$ cat src/rtl/tag_pkg.sv
// Shared record layout and decoded-record type for the tagger record decoder.
package tag_pkg;

  localparam int TS_LSB   = 0;
  localparam int TS_W     = 36;
  localparam int CH_LSB   = 36;
  localparam int CH_W     = 4;
  localparam int TYPE_BIT = 45;
  localparam int WRAP_BIT = 46;
  localparam int REC_W    = 47;

  localparam logic TYPE_STROBE = 1'b0;
  localparam logic TYPE_DELTA  = 1'b1;

  // Everything of a decoded record except the epoch, whose width is a parameter.
  typedef struct packed {
    logic [TS_W-1:0] timer;
    logic [CH_W-1:0] chan;
    logic            rtype;
    logic [CH_W-1:0] changed;
  } dec_fields_t;

  function automatic logic is_bare(input logic rtype, input logic [CH_W-1:0] chan);
    return (rtype == TYPE_STROBE) && (chan == '0);
  endfunction

endpackage

$ cat src/rtl/tag_record_decoder_if.sv
// Record input strobe and decoded-record readout handshake of the tag decoder.
interface tag_record_decoder_if
  import tag_pkg::*;
#(
  parameter int EPOCH_W = 28
);

  logic [REC_W-1:0]        in_data;
  logic                    in_ready;
  logic                    out_valid;
  logic                    out_ack;
  logic [EPOCH_W+TS_W-1:0] out_time;
  logic [CH_W-1:0]         out_chan;
  logic                    out_type;
  logic [CH_W-1:0]         out_changed;

  modport master (
    output in_data, in_ready, out_ack,
    input  out_valid, out_time, out_chan, out_type, out_changed
  );

  modport slave (
    input  in_data, in_ready, out_ack,
    output out_valid, out_time, out_chan, out_type, out_changed
  );

endinterface

$ cat src/rtl/tag_fifo.sv
// Synchronous FIFO with a registered head: a write is visible on the second edge
// after it, and a write is accepted while full only when the head pops that cycle.
module tag_fifo #(
  parameter int W     = 8,
  parameter int DEPTH = 16
) (
  input  logic         clk,
  input  logic         rst,
  input  logic         clear,
  input  logic         wr_en,
  input  logic [W-1:0] wr_data,
  input  logic         rd_en,
  output logic         rd_valid,
  output logic [W-1:0] rd_data,
  output logic         full,
  output logic         empty,
  output logic         wr_drop
);

  localparam int AW = $clog2(DEPTH);
  localparam logic [AW:0] FULL_CNT = (AW+1)'(DEPTH);

  logic [W-1:0]  mem [DEPTH];
  logic [AW-1:0] wr_ptr;
  logic [AW-1:0] rd_ptr;
  logic [AW:0]   s_cnt;
  logic [AW:0]   total;
  logic          pop;
  logic          push;
  logic          load;

  // Occupancy counts the head register as well as the storage behind it.
  assign total   = s_cnt + {{AW{1'b0}}, rd_valid};
  assign full    = (total == FULL_CNT);
  assign empty   = (total == '0);
  assign pop     = rd_valid & rd_en;
  assign push    = wr_en & (~full | pop);
  assign wr_drop = wr_en & full & ~pop;
  assign load    = (s_cnt != '0) & (~rd_valid | pop);

  always_ff @(posedge clk) begin
    if (push && !clear) begin
      mem[wr_ptr] <= wr_data;
    end
  end

  always_ff @(posedge clk or posedge rst) begin
    if (rst) begin
      wr_ptr   <= '0;
      rd_ptr   <= '0;
      s_cnt    <= '0;
      rd_valid <= 1'b0;
      rd_data  <= '0;
    end else if (clear) begin
      wr_ptr   <= '0;
      rd_ptr   <= '0;
      s_cnt    <= '0;
      rd_valid <= 1'b0;
      rd_data  <= '0;
    end else begin
      if (push) begin
        wr_ptr <= wr_ptr + 1'b1;
      end
      if (load) begin
        rd_ptr   <= rd_ptr + 1'b1;
        rd_data  <= mem[rd_ptr];
        rd_valid <= 1'b1;
      end else if (pop) begin
        rd_valid <= 1'b0;
      end
      case ({push, load})
        2'b10:   s_cnt <= s_cnt + 1'b1;
        2'b01:   s_cnt <= s_cnt - 1'b1;
        default: s_cnt <= s_cnt;
      endcase
    end
  end

endmodule

$ cat src/rtl/tag_record_decoder.sv
// Tagger record decoder: validates records, extends the timer with a wrap-counted
// epoch, tracks delta levels and queues decoded records for the readout handshake.
module tag_record_decoder
  import tag_pkg::*;
#(
  parameter int EPOCH_W   = 28,
  parameter int DEPTH     = 16,
  parameter int PASS_WRAP = 0
) (
  input  logic                clk,
  input  logic                reset,
  input  logic                clear,
  tag_record_decoder_if.slave bus,
  output logic                overflow,
  output logic [15:0]         drop_count
);

  localparam int FIELD_W = $bits(dec_fields_t);
  localparam int FIFO_W  = EPOCH_W + FIELD_W;

  logic [TS_W-1:0]    in_timer;
  logic [CH_W-1:0]    in_chan;
  logic               in_type;
  logic               in_wrap;
  logic               keep;
  logic [EPOCH_W-1:0] epoch;
  logic [EPOCH_W-1:0] epoch_nxt;
  logic [CH_W-1:0]    delta_lvl;
  dec_fields_t        dec;

  logic               s1_valid;
  logic [EPOCH_W-1:0] s1_epoch;
  dec_fields_t        s1_fields;

  logic               fifo_wr_en;
  logic               fifo_drop;
  logic               fifo_rd_valid;
  logic [FIFO_W-1:0]  fifo_rd_data;
  dec_fields_t        head_fields;
  logic               unused_full;
  logic               unused_empty;
  logic               unused_bits;

  assign in_timer    = bus.in_data[TS_LSB +: TS_W];
  assign in_chan     = bus.in_data[CH_LSB +: CH_W];
  assign in_type     = bus.in_data[TYPE_BIT];
  assign in_wrap     = bus.in_data[WRAP_BIT];
  assign unused_bits = ^bus.in_data[TYPE_BIT-1:CH_LSB+CH_W];

  // Bare wraps only carry the epoch; a strobe with no channels and no wrap is junk.
  assign keep      = !is_bare(in_type, in_chan) || (in_wrap && (PASS_WRAP != 0));
  assign epoch_nxt = epoch + {{(EPOCH_W-1){1'b0}}, in_wrap};

  always_comb begin
    dec         = '0;
    dec.timer   = in_timer;
    dec.chan    = in_chan;
    dec.rtype   = in_type;
    if (in_type == TYPE_DELTA) begin
      dec.changed = in_chan ^ delta_lvl;
    end
  end

  // Epoch and delta level advance even for records later dropped on overflow.
  always_ff @(posedge clk or posedge reset) begin
    if (reset) begin
      epoch     <= '0;
      delta_lvl <= '0;
      s1_valid  <= 1'b0;
      s1_epoch  <= '0;
      s1_fields <= '0;
    end else if (clear) begin
      epoch     <= '0;
      delta_lvl <= '0;
      s1_valid  <= 1'b0;
      s1_epoch  <= '0;
      s1_fields <= '0;
    end else begin
      s1_valid <= bus.in_ready & keep;
      if (bus.in_ready) begin
        epoch     <= epoch_nxt;
        s1_epoch  <= epoch_nxt;
        s1_fields <= dec;
        if (in_type == TYPE_DELTA) begin
          delta_lvl <= in_chan;
        end
      end
    end
  end

  assign fifo_wr_en = s1_valid & ~clear;

  tag_fifo #(
    .W     (FIFO_W),
    .DEPTH (DEPTH)
  ) u_fifo (
    .clk      (clk),
    .rst      (reset),
    .clear    (clear),
    .wr_en    (fifo_wr_en),
    .wr_data  ({s1_epoch, s1_fields}),
    .rd_en    (bus.out_ack),
    .rd_valid (fifo_rd_valid),
    .rd_data  (fifo_rd_data),
    .full     (unused_full),
    .empty    (unused_empty),
    .wr_drop  (fifo_drop)
  );

  always_ff @(posedge clk or posedge reset) begin
    if (reset) begin
      overflow   <= 1'b0;
      drop_count <= '0;
    end else if (fifo_drop) begin
      overflow <= 1'b1;
      if (drop_count != 16'hFFFF) begin
        drop_count <= drop_count + 16'd1;
      end
    end
  end

  assign head_fields     = dec_fields_t'(fifo_rd_data[FIELD_W-1:0]);
  assign bus.out_valid   = fifo_rd_valid;
  assign bus.out_time    = {fifo_rd_data[FIFO_W-1 -: EPOCH_W], head_fields.timer};
  assign bus.out_chan    = head_fields.chan;
  assign bus.out_type    = head_fields.rtype;
  assign bus.out_changed = head_fields.changed;

endmodule

$ cat src/flat_wrapper.sv
// flat-port wrapper written by rule: the top's interface ports become plain ports
module tag_record_decoder_flat import tag_pkg::*;
#(
  parameter int EPOCH_W   = 28,
  parameter int DEPTH     = 16,
  parameter int PASS_WRAP = 0
)
  (clk, reset, clear, overflow, drop_count, bus_in_data, bus_in_ready, bus_out_ack, bus_out_valid, bus_out_time, bus_out_chan, bus_out_type, bus_out_changed);
  tag_record_decoder_if #(.EPOCH_W(EPOCH_W)) bus_i ();
  input  logic clk;
  input  logic reset;
  input  logic clear;
  output logic overflow;
  output logic [15:0] drop_count;
  input wire logic [$bits(bus_i.in_data)-1:0] bus_in_data;
  input wire logic [$bits(bus_i.in_ready)-1:0] bus_in_ready;
  input wire logic [$bits(bus_i.out_ack)-1:0] bus_out_ack;
  output wire logic [$bits(bus_i.out_valid)-1:0] bus_out_valid;
  output wire logic [$bits(bus_i.out_time)-1:0] bus_out_time;
  output wire logic [$bits(bus_i.out_chan)-1:0] bus_out_chan;
  output wire logic [$bits(bus_i.out_type)-1:0] bus_out_type;
  output wire logic [$bits(bus_i.out_changed)-1:0] bus_out_changed;
  assign bus_i.in_data = bus_in_data;
  assign bus_i.in_ready = bus_in_ready;
  assign bus_i.out_ack = bus_out_ack;
  assign bus_out_valid = bus_i.out_valid;
  assign bus_out_time = bus_i.out_time;
  assign bus_out_chan = bus_i.out_chan;
  assign bus_out_type = bus_i.out_type;
  assign bus_out_changed = bus_i.out_changed;
  tag_record_decoder #(.EPOCH_W(EPOCH_W), .DEPTH(DEPTH), .PASS_WRAP(PASS_WRAP)) u_core (.clk(clk), .reset(reset), .clear(clear), .bus(bus_i), .overflow(overflow), .drop_count(drop_count));
endmodule
$ cat config.mk
export PLATFORM = sky130hd
export DESIGN_NAME = tag_record_decoder_flat
export DESIGN_NICKNAME = d
export VERILOG_FILES = /design/src/rtl/tag_pkg.sv /design/src/rtl/tag_record_decoder_if.sv /design/src/rtl/tag_fifo.sv /design/src/rtl/tag_record_decoder.sv /design/src/flat_wrapper.sv
export SDC_FILE = /design/constraint.sdc
export NUM_CORES = 2
export LEC_CHECK = 0
export BUFFER_PORTS_ARGS = -buffer_cell sky130_fd_sc_hd__buf_2
export CAP_MARGIN = 20
export CORE_ASPECT_RATIO = 2
export CORE_MARGIN = 2
export CORE_UTILIZATION = 45
export CTS_CLUSTER_SIZE = 24
export DETAILED_ROUTE_END_ITERATION = 8
export HOLD_SLACK_MARGIN = 0.15
export PLACE_DENSITY = 0.63
export SYNTH_ARGS = -nofsm -noshare
export SYNTH_HDL_FRONTEND = slang
export SYNTH_HIERARCHICAL = 1
export SYNTH_SLANG_ARGS = --single-unit
$ cat constraint.sdc
create_clock -name clk -period 12.2 [get_ports clk]
set_clock_uncertainty 0.1 [all_clocks]
set_input_delay 0.61 -clock clk [delete_from_list [all_inputs] [get_ports clk]]
set_output_delay 0.61 -clock clk [all_outputs]
set_load 0.03 [all_outputs]
==> flow_summary.json <==
{
  "outcome": "completed",
  "arrival_ps": 4710,
  "netlist_instances": 2463,
  "antenna_found_initial": 4,
  "grt_start_max_net_pins": 117,
  "globalRouteTotalUtil_pct": 20.5,
  "drtIter0Drc": 2209,
  "die_w_um": 245,
  "top_layer": "met5",
  "slew_headroom_pct": 23.2,
  "fp.dieArea_um2": 119000,
  "viasPerCell": 5.81,
  "slowest_stage": "nor2_4",
  "postRouteAntennaNets": 0,
  "cts_setup_buffers": 0,
  "syn_to_final_growth_pct": 12.8,
  "yosysWarnings": 6,
  "initial_core_util_pct": 45.3,
  "drtPass1Iterations": 5,
  "min_path_type": "in -> reg",
  "p_per_area_nw_per_um2": 190,
  "setup_viol": 0,
  "critPathRequiredTime_ps": 12430,
  "crit_fanout": 33,
  "syn_area_um2": 52100,
  "switching_share_pct": 26.8,
  "setup_tns_ps": 0,
  "crit_path_frequent_cell": "ha_1",
  "cts_tree": "done",
  "worst_pin_slew_ps": 1150,
  "wl_per_cell_um": 27.9,
  "path_cells": "ha_1 > ha_1 > and2_1 > o221ai_1 > o21a_1 > nand2_1 > nor2_4 > buf_4",
  "maxCapViolCount": 0,
  "hold_buffers": 47,
  "drt_wl_total_mm": 120,
  "core_um2": 115000,
  "cts-resized-gates": 0,
  "startpoint_type": "flop",
  "clockBufferDepth": 3,
  "hpwl_mm": 61.0,
  "max_stage_delay_ps": 910,
  "grt_overflow": 0,
  "numClockSinks": 1350,
  "hold_violations": 0,
  "clkTransAtPathRegs_ps": 70,
  "route.detailed.drc": 0,
  "pin_count": 143,
  "max-vdd-ir-drop_mv": 0.196,
  "wl_met2_mm": 64.9,
  "fin_crit_sh_pct": 36.7,
  "p_int_w": 0.00817,
  "placed_cells": 4036,
  "hold_ws_ps": 275,
  "drive_gt1_share_pct": 27.3,
  "combPwrFrac_pct": 19.7,
  "p_clk_share_pct": 32.8,
  "crit_type": "reg -> reg",
  "grt_pass1_vias": 26500,
  "min_period_ps": 4480,
  "vias": 25000,
  "portBuffers": 137,
  "max_freq_ghz": 0.223,
  "clock-root-buffer": "clkbuf_16",
  "clk-insertion-delay-late_ps": 720,
  "power.leakage_nw": 18.9,
  "crit_buf_inv": 1,
  "rsz0062_at_grt": "false",
  "finalMaxSlewViolations": 0,
  "p_switching_w": 0.00299,
  "met1Wirelength_mm": 47.6,
  "grt_pass1_wl_mm": 177,
  "rows": 176,
  "die_h_um": 485,
  "wl_met3_mm": 5.10,
  "nets": 2749,
  "syn_nets": 2527,
  "p_seq_share_pct": 47.5,
  "avgSynthCellArea_um2": 21.1,
  "cts_made_buffers": 111,
  "end_kind": "flop",
  "htree_levels": 3,
  "cpLargestDelayFamily": "simple AND/OR/NAND/NOR gates",
  "final_cells": 4296,
  "place_congestion": 0.766
}
-- worst register-to-register path: cells and delay by family, from the launching register on --
family / cells / cell delay (ps)
simple gates: 3 / 1470
buf+inv: 1 / 770
compound gates: 2 / 730
fa+ha+maj: 2 / 510
flops: 1 / 470
-- registers in the layout, summed over array words and instances, names as in the netlist --
signal,cells
u_core/s1_epoch,28
u_core/delta_lvl,4
u_core/u_fifo/wr_ptr,4
u_core/u_fifo/mem,1168
u_core/s1_fields,45
u_core/u_fifo/rd_data,73
u_core/overflow,1
u_core/s1_valid,1
u_core/u_fifo/rd_ptr,4
u_core/u_fifo/rd_valid,1
u_core/drop_count,16
u_core/u_fifo/s_cnt,5
-- power groups by stage --
stage / combinational, W / clock, W / sequential [W]
after floorplan: 0.00158 / 0 / 0.00551
after global placement: 0.00217 / 0 / 0.00540
after detailed placement: 0.00220 / 0 / 0.00542
after CTS: 0.00222 / 0.00375 / 0.00532
after global routing: 0.00235 / 0.00390 / 0.00533
final: 0.00220 / 0.00366 / 0.00530
-- per-layer routing --
layer	global-route usage, %	vias up
met5	0	-
met4	4.83	6
met3	2.71	156
met2	37.3	650
met1	26.1	13800
li1	-	10400
-- cell type report --
class                      count  area (um2)
fill                        9120       56200
sequential                  1350       39600
multi-input combinational    901       11500
clock buffer                 153        3100
tap                         1513        1890
timing repair buffer         235        1600
clock inverter                57         666
inverter                      86         328
antenna                        1        2.50
-- final timing paths --
path                                              to  depth (start not counted)                       from  slack (ps)
max in group asynchronous    u_core/u_fifo/rd_ptr[0]                          4                      reset       10100
min reg2reg                u_core/u_fifo/rd_data[33]                          2  u_core/u_fifo/rd_data[33]         380
min in group asynchronous       u_core/s1_fields[25]                          3                      reset         430
max                         u_core/u_fifo/mem[0][32]                          8     u_core/u_fifo/s_cnt[0]        7720
max reg2reg                 u_core/u_fifo/mem[0][32]                          8     u_core/u_fifo/s_cnt[0]        7720
min                               u_core/s1_epoch[0]                          4            bus_in_data[46]         270
-- cells in the final DEF, fill, tap and decap left out, types with 5 or more instances in the layout --
cell type and n:
mux2_2 5, clkbuf_16 112, clkinvlp_4 7, o21ai_0 11, nor2b_1 9, or4_1 6
a211oi_1 5, nand4_1 11, a21oi_1 25, nand2b_1 5, clkinv_1 80, buf_4 50
dlygate4sd3_1 47, nand2_1 105, clkbuf_1 27, buf_2 135, o21ai_1 73, inv_1 11
ha_1 12, nor3_1 10, xor2_1 21, nand3_1 14, mux4_2 361, o211ai_1 5
xnor2_1 18, nor2_4 17, clkinv_2 20, nor4_1 6, dfrtp_1 178, or3_1 11
mux2i_1 47, o31ai_1 5, nor2_1 78, edfxtp_1 1168, clkbuf_8 14, bufinv_16 10
-- per-stage QoR --
step / instance area (um2) / total power [W] / setup WS [ps] / utilization [%]
2_1_floorplan: 52100 / 0.00709 / 6660 / -
3_3_place_gp: 54500 / 0.00757 / 7640 / 47.4
3_5_place_dp: 54500 / 0.00762 / 7590 / 47.4
4_1_cts: 58700 / 0.0113 / 7560 / 51.1
5_1_grt: 58700 / 0.0116 / 7390 / 51.1
6_report: 58700 / 0.0112 / 7720 / 51.1
Power figures use the tool's default switching activity.
